===== src/rtl/de0_hex_display_ctrl.sv =====
// de0_hex_display_ctrl: active-low 7-seg+DP driver for DIGITS hex digits.
// Optional PWM dimming when HEX_DIM_EN is defined (adds bright port).
module de0_hex_display_ctrl #(
   parameter int DIGITS   = 4,
   parameter int CLK_HZ   = 50000000,
   parameter int BLINK_HZ = 2
) (
   input  logic                clk_50,
   input  logic                rst,
   input  logic [4*DIGITS-1:0] value,
   input  logic                value_valid,
   input  logic [DIGITS-1:0]   dp,
   input  logic                lz_blank,
   input  logic [DIGITS-1:0]   blink_en,
`ifdef HEX_DIM_EN
   input  logic [3:0]          bright,
`endif
   output logic [8*DIGITS-1:0] hex_out,
   output logic                changed
);

   localparam int BLINK_DIV = CLK_HZ / (2 * BLINK_HZ);
   localparam int CW = (BLINK_DIV > 1) ? $clog2(BLINK_DIV) : 1;
   localparam logic [CW-1:0] LAST = CW'(BLINK_DIV - 1);

   if (BLINK_DIV < 1) begin : g_bad_div
      $error("BLINK_DIV must be >= 1");
   end
   if (DIGITS < 1 || DIGITS > 8) begin : g_bad_digits
      $error("DIGITS must be 1..8");
   end

   logic [4*DIGITS-1:0] held;
   logic [CW-1:0]       blink_cnt;
   logic                blink_on;
   logic                lead;
   logic [DIGITS-1:0]   lz_mask;
   logic [8*DIGITS-1:0] hex_nxt;
   logic                load;
`ifdef HEX_DIM_EN
   logic [3:0]          pwm_cnt;
`endif

   function automatic logic [6:0] seg7(input logic [3:0] n);
      logic [6:0] s;
      unique case (n)
         4'h0: s = 7'b1000000;
         4'h1: s = 7'b1111001;
         4'h2: s = 7'b0100100;
         4'h3: s = 7'b0110000;
         4'h4: s = 7'b0011001;
         4'h5: s = 7'b0010010;
         4'h6: s = 7'b0000010;
         4'h7: s = 7'b1111000;
         4'h8: s = 7'b0000000;
         4'h9: s = 7'b0011000;
         4'hA: s = 7'b0001000;
         4'hB: s = 7'b0000011;
         4'hC: s = 7'b1000110;
         4'hD: s = 7'b0100001;
         4'hE: s = 7'b0000110;
         4'hF: s = 7'b0001110;
      endcase
      return s;
   endfunction

   assign load = value_valid && (value != held);

   // Blank zeros from the top digit down; digit 0 always shows.
   always_comb begin
      lead    = 1'b1;
      lz_mask = '0;
      for (int i = DIGITS - 1; i >= 1; i--) begin
         lead       = lead & (held[4*i +: 4] == 4'h0);
         lz_mask[i] = lead & lz_blank;
      end
   end

   always_comb begin
      hex_nxt = '1;
      for (int i = 0; i < DIGITS; i++) begin
         hex_nxt[8*i +: 8] = {~dp[i],
            lz_mask[i] ? 7'h7F : seg7(held[4*i +: 4])};
         if (blink_en[i] && !blink_on)
            hex_nxt[8*i +: 8] = 8'hFF;
      end
`ifdef HEX_DIM_EN
      if (!(bright == 4'hF || pwm_cnt < bright))
         hex_nxt = '1;
`endif
   end

   always_ff @(posedge clk_50) begin
      if (rst) begin
         held      <= '0;
         changed   <= 1'b0;
         blink_cnt <= '0;
         blink_on  <= 1'b1;
         hex_out   <= '1;
      end else begin
         changed <= load;
         if (load)
            held <= value;
         if (blink_cnt == LAST) begin
            blink_cnt <= '0;
            blink_on  <= ~blink_on;
         end else begin
            blink_cnt <= blink_cnt + CW'(1);
         end
         hex_out <= hex_nxt;
      end
   end

`ifdef HEX_DIM_EN
   always_ff @(posedge clk_50) begin
      if (rst)
         pwm_cnt <= 4'd0;
      else
         pwm_cnt <= pwm_cnt + 4'd1;
   end
`endif

endmodule

===== config.mk =====
export PLATFORM = sky130hd
export DESIGN_NAME = de0_hex_display_ctrl
export DESIGN_NICKNAME = d
export VERILOG_FILES = /design/src/rtl/de0_hex_display_ctrl.sv
export SDC_FILE = /design/constraint.sdc
export NUM_CORES = 1
export LEC_CHECK = 0
export CELL_PAD_IN_SITES_DETAIL_PLACEMENT = 0
export CELL_PAD_IN_SITES_GLOBAL_PLACEMENT = 1
export CORE_MARGIN = 5
export CORE_UTILIZATION = 42
export CTS_BUF_LIST = sky130_fd_sc_hd__clkbuf_2
export DETAILED_ROUTE_END_ITERATION = 7
export PLACE_DENSITY = 0.81
export SYNTH_ARGS = -nofsm -noshare
export SYNTH_HDL_FRONTEND = slang
export SYNTH_SLANG_ARGS = --single-unit

===== constraint.sdc =====
create_clock -name clk_50 -period 2.2 [get_ports clk_50]
set_input_delay 0.44 -clock clk_50 [delete_from_list [all_inputs] [get_ports clk_50]]
set_output_delay 0.44 -clock clk_50 [all_outputs]
set_load 0.01 [all_outputs]

# Word level (Yosys, flattened, before mapping)
# Memory sizes are Yosys's and may differ from the RTL's. A register that Yosys moved wholly into a read port is not among the register bits.
# Cells that the tools add are included.
[op_classes]
bitwise_logic = 10
n_addsub = 1
eq_ne = 2
n_reduce_logical = 17
[op_table]
columns = ["operator", "count"]
rows = [
  ["$add A24 B1 Y24 const B", 1],
  ["$eq A24 B24 Y1 const B", 1],
  ["$ne A16 B16 Y1", 1],
  ["$logic_not A4 Y1", 3],
  ["$reduce_or A2 Y1", 5],
  ["$reduce_or A3 Y1", 3],
  ["$and A1 B1 Y1", 5],
  ["$logic_and A1 B1 Y1", 5],
  ["$not A1 Y1", 5],
  ["$logic_not A1 Y1", 1],
]
[word_totals]
mem_bits_ro = 448
word_cells = 42
output_inout_bits = 33
inputBits = 28
reg_bits = 53
n_memories = 4
[memory_table]
columns = ["name", "depth", "width", "rd", "rd_ports_with_merged_regs", "write_ports", "line_no", "rtl"]
rows = [
  ["(name not given)", 16, 7, 1, 1, 0, "46", "unique case (n)"],
  ["(name not given)", 16, 7, 1, 1, 0, "46", ""],
  ["(name not given)", 16, 7, 1, 1, 0, "46", ""],
  ["(name not given)", 16, 7, 1, 1, 0, "46", ""],
]

# Logic depth before layout (Yosys ltp)
[logic_depth]
word_depth = 5
ltp_mapped = 7
depth_no_buf = 6

# Worst setup path after synthesis
# OpenSTA, ideal clock, no wires.
[synth_path]
path_type = "input-to-reg"
start = "input port value[5]"
end = "register held[10]"
t_arrival_ps = 1466
path_buffers = 2
path_slack_ps = 616
required_ps = 2082
cell_stages = 6
setup_ps = 118
cell_sequence = "xnor2_1 -> nand4_1 -> o41a_1 -> buf_6 -> buf_12 -> mux2i_1"
[synth_between]
elab_chain_cells = 2
[synth_rtl]
columns = ["element", "line_no", "rtl"]
rows = [
  ["start, declared", "10", "input logic [4*DIGITS-1:0] value,"],
  ["$ne A16 B16 Y1", "67", "assign load = value_valid && (value != held);"],
  ["$logic_and A1 B1 Y1", "67", ""],
  ["end signal, assigned", "103", "held <= value;"],
  ["end, declared", "33", "logic [4*DIGITS-1:0] held;"],
]
# No other way between the ends.
# A chain may end at the register's enable or synchronous reset.

# Final worst setup path
[layout_path]
start = "register blink_cnt[8]"
end = "register blink_cnt[9]"
[layout_between]
elab_chain_cells = 2
word_cells_on_any_way = 3
cone_classes = "1 x add/sub; 1 x eq/ne; 1 x reduce/logical"
[layout_rtl]
columns = ["element", "line_no", "rtl"]
rows = [
  ["start, declared", "34", "logic [CW-1:0] blink_cnt;"],
  ["start signal, assigned", "108", "blink_cnt <= blink_cnt + CW'(1);"],
  ["branches (longest 2 deep; another with $add A24 B1 Y24)", "--", ""],
]
# Several ways; the timed one is not identified.

==> impl_results.md <==
* Outcome: finished clean
* Distinct cell type count after synthesis at 43
* Max Buffers Root-to-Sink at 2
* Post-CTS Hold Fix Bufs at 0
* GP Congestion at 0.851
* Layout cells sized above 1 at 0.0768
* Slowest-stage cell, CP: o21bai_2
* Antenna violations before repair at 0
* Overall routed net length at 7960 um
* Post-Syn Nets at 464
* First-pass GRT wire length at 13600 um
* #FFs+latches synth at 74
* CTS sink count at 74
* Worst Max-Slew Pin Slew at 0.988 ns
* Clk_lat worst skew at 0.48 ns
* Total global routing overflow at 0
* Pleak at 0.00174 uW
* Worst Hold Margin at 0.441 ns
* Drt pass-1 iters at 4
* I/O pins at 61
* Finished Core Util at 0.526
* GRT busiest layer: met2
* Core footprint at 8760 sq um
* Area Growth Syn to Fin at 21.4%
* Sequential fraction of the synthesis area at 0.390
* Hold Crit Class: primary input to flip-flop
* Setup crit end kind: flip-flop
* Setup TNS at 0 ns
* Crit path kind: flip-flop to flip-flop
* Cell taking the most area after synthesis: dfxtp_1
* Top cells by count, synth: dfxtp_1, nand2b_1, nand2_1, nor2_1
* Die Area at 11000 sq um
* Final worst-path cycle share at 0.906
* Mapped Cells at 418
* Vias post-DR at 3045
* Clock Pin Slew Worst Setup and Hold Paths at 0.21 ns
* Number of nets in the layout at 524
* Pwr/cell area at 589 nW/um^2
* All-Layer GR Usage at 0.147
* Fin crit period at 1.99 ns
* Setup bufs post-CTS at 0
* Crit path launch type: flip-flop
* Cts repair resizes at 0
* Die height at 105 um
* Num CTS Buffers at 9
* Avg Vias per Cell at 5.16
* Max VDD drop at 0.306 mV
* Final ANT Viol Nets at 0
* Met2 Use GR at 0.243
* HPWL after DPL at 6010 um
* Ys flop type: dfxtp_1
* Post-synth EDFFs at 0
* Clk_skew at 0.0295 ns
* Fillcell total at 834
* Max_slew headroom at 0.341
* Diode count at 0
* Starting Density at 0.433
* DRC violation total after the first TritonRoute iteration at 125
* Global Route met1 Usage at 0.190
* Largest net degree at the start of global routing at 37
* Syn avg cell area at 9.08 sq um
* TritonCTS clock tree: built
* Routed len/inst at 13.5 um
* RSZ-0062 raised after global routing: false
* PortBufs at 60
* FFs w/ async S/R, synth at 0
* Num rows at 34
* # DRC at 0
* Root Driver: clkbuf_2
* Max Freq at 502 MHz
* Mapped Area at 3790 sq um
* Synth top area share at 0.390
* Fin. Hold Viols at 0
* Synth top area cells: dfxtp_1, ha_1, nand2b_1
* Fin. max-slew vios at 0
* H-tree levels at 3
* Grt met3 use at 0.0345
* Top-count cell post-synth: dfxtp_1
* Vias in the first global route at 2891
* Final setup vio count at 0
* Critical Path RT at 2.55 ns
* Crit-path max cell delay at 0.84 ns
* WP data arrival at 2.34 ns
* Worst-path cell chain: nor4_1 -> nand4_1 -> o21bai_2 -> nor2_1
* Max Cap Viol at 0
* Synth Warn # at 0
* CP max FO at 24
* Chip width at 105 um
metal layers:
layer  share of wire  vias up
met5               0        -
met2            0.49       44
met3           0.028        7
met1            0.48     1417
li1                -     1577
met4          0.0080        0
placed cells by master, fill, tap and decap left out, drive strengths merged, types with 6 or more instances in the layout:
| cell type | n |
|---|---|
| dfxtp | 74 |
| clkdlybuf4s50 | 60 |
| nand2b | 35 |
| nand2 | 34 |
| nor2 | 27 |
| inv | 21 |
| a21oi | 21 |
| mux2i | 19 |
| ha | 18 |
| xnor2 | 18 |
| o211ai | 15 |
| buf | 15 |
| o311ai | 14 |
| clkbuf | 11 |
| nand3 | 11 |
| nand4 | 11 |
| o21ai | 10 |
| xor2 | 9 |
| nor2b | 7 |
| or3 | 7 |
| o31ai | 6 |
| or4 | 6 |
worst max-delay path, delay by kind of cell, from the launching register on:
| kind | cells | cell delay [ns] |
|---|---|---|
| DFF | 1 | 0.37 |
| AOI/OAI and AO/OA | 1 | 0.84 |
| and+or+nand+nor | 3 | 0.63 |
worst paths after layout:
kind	startpoint	to	slack, ns	cells past startpoint
worst max register to register	blink_cnt[8]	blink_cnt[9]	0.21	4
worst min-delay path	dp[1]	hex_out[15]	0.44	2
worst max-delay path	blink_cnt[8]	blink_cnt[9]	0.21	4
worst min register to register	blink_cnt[0]	blink_cnt[0]	0.49	1
report_power, final:
group          internal [uW]  switching, uW
sequential              1430           50.4
clock                    260            459
combinational            287            234
total                   1970            743
final cells by class:
type | instances | area (sq um) | share of cell area
multi-input combinational | 297 | 2070 | 0.450
clock inverter | 4 | 43.8 | 0.00951
timing repair buffer | 75 | 738 | 0.160
inverter | 21 | 78.8 | 0.0171
clock buffer | 11 | 55.1 | 0.0120
tap | 108 | 135 | 0.0293
sequential | 74 | 1480 | 0.322
kinds of logic after synthesis:
logic type	count (synthesis)	synth area share
fa+ha+maj	18	0.0593
buf+inv	47	0.0633
mux	20	0.0531
compound gates	77	0.138
flops	74	0.390
simple gates	155	0.227
xor+xnor	27	0.0683
metrics by stage:
step | setup WS, ns | area [sq um] | instances | total power [uW]
finish | 0.208 | 4610 | 590 | 2710
global route | 0.0352 | 4610 | 590 | 2870
floorplan | 0.616 | 3790 | 418 | 1790
global placement | 0.0962 | 4510 | 575 | 2020
detailed placement | 0.0393 | 4510 | 575 | 2030
CTS | 0.197 | 4610 | 590 | 2750
flip-flops by register name (all words and copies together) (netlist names):
register and cells:
held 16, blink_cnt 24, blink_on 1, hex_out 32, changed 1
(Power assumes the default switching activity.)
==> RTL edit 1 (same flow settings) <==
Add a define of `HEX_DIM_EN`.
--- a/src/rtl/de0_hex_display_ctrl.sv
+++ b/src/rtl/de0_hex_display_ctrl.sv
@@ -1,5 +1,7 @@
 // de0_hex_display_ctrl: active-low 7-seg+DP driver for DIGITS hex digits.
 // Optional PWM dimming when HEX_DIM_EN is defined (adds bright port).
+`define HEX_DIM_EN
+
 module de0_hex_display_ctrl #(
    parameter int DIGITS   = 4,
    parameter int CLK_HZ   = 50000000,
Interface: changed (added bright); port bits go from 61 to 65. No check against the original RTL was run, so the function may have changed too.
==> RTL edit 1 against the original RTL <==
- total power up 13%
- utilization grew 0.88 points
- synthesized area up 3.3%
- highest routed layer unchanged
- final area rose by 6.2%
- die area is 3.0% higher
- wire length increased by 7.9%
- sequential cell count rose by 4
- clock skew down 0.0030 ns
- setup slack better by 0.13 ns
- global-route usage up 0.69 points
- sequential power grew 5%
- critical path depth grew 3
==> RTL edit 1: results (changes against the original RTL) <==
status: "complete, no violations"
drive_gt1_share_pct: 8.52  # +0.85 points
crit_path_max_incr_delay_ns: 0.41  # -0.43 ns
clkPwrFrac_pct: 28.6  # +2.1 points
synth_fa_ha_area_share_pct: 7.02  # +1.1 points
grt_use_total_pct: 15.4  # +0.69 points
power_frac_comb_pct: 20.9  # +1.7 points
grt_pass1_wl_um: 14200  # +4.7%
ir_drop_mv: 0.260  # -15%
met2_length_um: 4080  # +4.8%
cp_max_fo: 7  # -71%
met1_length_um: 4030  # +6.7%
grtUsageMet3_pct: 3.43  # -0.021 points
synth_xor_area_share_pct: 9.16  # +2.3 points
wl_met3_um: 374  # +70%
post_cts_buffers: 0  # unchanged
met2_usage_pct: 25.6  # +1.3 points
grt_max_degree: 25  # -32%
gp_congestion: 0.871  # +2.4%
synth_common_cells: "78 x dfxtp_1, 71 x nor2_1, 29 x nand2_1, 29 x nand3_1, 25 x xnor2_1"
grt_pass1_vias: 2987  # +3.3%
slew_headroom_pct: 64.3  # +30 points
fill_cells: 868  # +4.1%
dp_hpwl_um: 6490  # +8.1%
seq_area_frac_synth_pct: 39.8  # +0.81 points
cp_slowest_cell: "a2111oi_0"
num_vias: 3279  # +7.7%
synth.area.top_cells: "dfxtp_1 40%, ha_1 7.0%, nor2_1 6.8%"
ys_types: 44  # +2.3%
cellPowerDensity_nw_per_um2: 630  # +6.8%
synth_compound_area_share_pct: 9.20  # -4.6 points
synth_fp_nets: 504  # +8.6%
clk_latency_ns: 0.50  # +0.02 ns
first_iter_violations: 92  # -26%
fin_skew_ns: 0.0266  # -0.00296 ns
switching_share_pct: 27.5  # +0.16 points
cp.arrival_ns: 2.24  # -0.10 ns
use_met1_pct: 19.7  # +0.65 points
post_drt_wl_per_cell_um: 13.4  # -0.36%
numPortBuffers: 64  # +6.7%
highest_layer: "met4"
RTL edit 1: worst paths after layout:
check / startpoint / endpoint / slack, ns / cells past startpoint
worst max-delay path: held[12] / hex_out[22] / 0.34 / 7
worst min-delay path: dp[1] / hex_out[15] / 0.43 / 2
worst max register to register: held[12] / hex_out[22] / 0.34 / 7
worst min register to register: blink_cnt[0] / blink_cnt[0] / 0.49 / 1
RTL edit 1: stage by stage:
step	cells	worst slack [ns]	instance area [um2]	TNS, ns	util, %
floorplan	450	0.422	3920	0	-
global placement	623	-0.0701	4750	-1.70	51.9
detailed placement	623	-0.129	4750	-3.05	51.9
CTS	639	0.307	4890	0	53.4
global route	639	0.00767	4890	0	53.4
finish	639	0.337	4890	0	53.4
RTL edit 1: area by class of cell:
cell class,count,share of cell area [%]
multi-input combinational,332,44.6
sequential,78,31.9
timing repair buffer,85,16.6
tap,111,2.84
clock inverter,6,1.77
inverter,17,1.30
clock buffer,10,1.02
==> RTL edit 2 (config.mk and constraints unchanged) <==
Made on the original files. Register the output `hex_out` once more; this adds one clock of latency there. The other outputs are not delayed to match.
--- a/src/rtl/de0_hex_display_ctrl.sv
+++ b/src/rtl/de0_hex_display_ctrl.sv
@@ -22,6 +22,8 @@
    localparam int BLINK_DIV = CLK_HZ / (2 * BLINK_HZ);
    localparam int CW = (BLINK_DIV > 1) ? $clog2(BLINK_DIV) : 1;
    localparam logic [CW-1:0] LAST = CW'(BLINK_DIV - 1);
+
+   logic [8*DIGITS-1:0] hex_s0;
 
    if (BLINK_DIV < 1) begin : g_bad_div
       $error("BLINK_DIV must be >= 1");
@@ -96,7 +98,7 @@
          changed   <= 1'b0;
          blink_cnt <= '0;
          blink_on  <= 1'b1;
-         hex_out   <= '1;
+         hex_s0    <= '1;
       end else begin
          changed <= load;
          if (load)
@@ -107,7 +109,7 @@
          end else begin
             blink_cnt <= blink_cnt + CW'(1);
          end
-         hex_out <= hex_nxt;
+         hex_s0 <= hex_nxt;
       end
    end
 
@@ -120,4 +122,8 @@
    end
 `endif
 
+   always_ff @(posedge clk_50) begin
+      hex_out <= hex_s0;
+   end
+
 endmodule
Check against the original RTL: not equivalent (a bounded check fails within 4 cycles, from zero or initial values and one cycle with rst high).
==> RTL edit 2 against the original RTL <==
- non-clock buffer count grew 5
- final area grew 14%
- largest cell class is now sequential cells
- critical path type unchanged
- largest power group unchanged
- global-route usage shrank 0.73 points
- sequential cell count grew 32
- synthesized area grew 13%
- clock power grew 21%
- synthesized cell count grew 9.8%
- setup slack lost 0.016 ns
- utilization shrank 0.78 points
- total power grew 29%
- clock skew shrank 0.0020 ns
- critical path depth grew 1
- wire length grew 7.3%
==> RTL edit 2: results (changes against the original RTL) <==
core_um2: 10100  # +16%
post_drt_wl_per_cell_um: 12.8  # -5.1%
clk_latency_ns: 0.56  # +0.08 ns
cp_max_fo: 8  # -67%
grt_pass1_vias: 3068  # +6.1%
grt_pass1_wl_um: 14300  # +5.2%
fill_cells: 954  # +14%
grt_use_total_pct: 14.0  # -0.73 points
top_regs: "hex_out: 32 flops, hex_s0: 32 flops, blink_cnt: 24 flops"
status: "complete, no violations"
num_vias: 3310  # +8.7%
synth_common_cells: "106 x dfxtp_1, 69 x nand2_1, 26 x nor2_1"
r2r_cells: 5  # +1
leakagePower_nw: 1.93  # +11%
holdCritStartpoint: "hex_s0[18]"
ys_types: 39  # -9.3%
gp_congestion: 0.824  # -3.2%
hp-class: "register to register"
rrSetupSlack_ns: 0.19  # -0.02 ns
whs_ns: 0.317  # -0.124 ns
synth_fp_nets: 505  # +8.8%
dp_hpwl_um: 6330  # +5.5%
ir_drop_mv: 0.312  # +2.1%
r2r-end: "blink_cnt[22]"
r2r-start: "blink_cnt[1]"
first_iter_violations: 96  # -23%
clk_pin_slew_ns: 0.28  # +0.07 ns
min_to: "hex_out[18]"
fin_nets: 573  # +9.4%
synth.area.top_cells: "dfxtp_1 49%, nand2_1 6.0%, ha_1 5.2%"
cp.arrival_ns: 2.50  # +0.16 ns
worst_pin_slew_ns: 0.519  # -0.469 ns
drive_gt1_share_pct: 7.72  # +0.045 points
[RTL edit 2: cell types whose count changed after synthesis, moves of 7 or more]
cell and change:
clkbuf_1 +7, xnor2_1 +7, dfxtp_1 +32, nand2b_1 -30, nand2_1 +35
[RTL edit 2: layout make-up]
type	instances	area [um2]	area share (%)
Timing Repair Buffer	80	751	14.3
Clock buffer	9	45.0	0.858
Tap cell	136	170	3.24
Sequential cell	106	2120	40.4
Multi-Input combinational cell	310	2020	38.5
Clock inverter	6	66.3	1.26
Inverter	20	75.1	1.43
[RTL edit 2: power by group]
part	total (W)	internal (W)	switching (W)	leakage (nW)
clock network	0.000873	0.000257	0.000616	0.0604
logic	0.000508	0.000275	0.000233	0.987
registers	0.00212	0.00206	0.0000572	0.880
total	0.00350	0.00260	0.000906	1.93
[RTL edit 2: worst max-delay path: stages, from the launching register on]
cell	delay [ns]
dfxtp_1	0.41
ha_1	0.23
nand4_1	0.15
or4_4	0.61
or4_1	0.42
a21oi_1	0.14
[RTL edit 2: what timing repair did]
action / in CTS / in global routing
setup endpoints to repair: 0 / 1
hold buffers: 0 / 0
hold endpoints to repair: 0 / 0
gates resized for setup: 0 / 1
[RTL edit 2: cells by family (layout without fill, tap and decap cells)]
kind of cell,Yosys count,count (layout),share of synthesized area (%)
xor gates and xnor gates,25,25,5.09
muxes,20,20,4.68
and+or+nand+nor,165,165,18.8
DFF,106,106,49.3
AOI/OAI and AO/OA,82,82,13.0
buffers and inverters,43,115,3.87
adders and majority gates,18,18,5.23
[RTL edit 2: worst max path at each step]
stage                  from             to  slack [ns]  cells after the start
3_3_place_gp       value[2]        held[7]        0.07                      6
4_1_cts        blink_cnt[1]  blink_cnt[22]        0.09                      5
3_5_place_dp      value[14]        held[6]        0.02                      6
5_1_grt        blink_cnt[1]  blink_cnt[22]         0.1                      5
2_1_floorplan  blink_cnt[0]  blink_cnt[20]        0.27                      6
6_report       blink_cnt[1]  blink_cnt[22]        0.19                      5
[RTL edit 2: metrics by stage]
| stage | setup slack (ns) | instances |
|---|---|---|
| after CTS | 0.0863 | 667 |
| after floorplan | 0.270 | 459 |
| after detailed placement | 0.0235 | 652 |
| after global placement | 0.0662 | 652 |
| after global routing | 0.0967 | 667 |
| final | 0.192 | 667 |
[RTL edit 2: metal layers]
metal | vias up | track usage [%] | part of all wire, %
met3 | 10 | 3.77 | 4.9
met1 | 1501 | 18.0 | 47
met4 | 0 | 4.87 | 1.4
li1 | 1742 | - | -
met5 | - | 0 | 0
met2 | 57 | 22.7 | 47
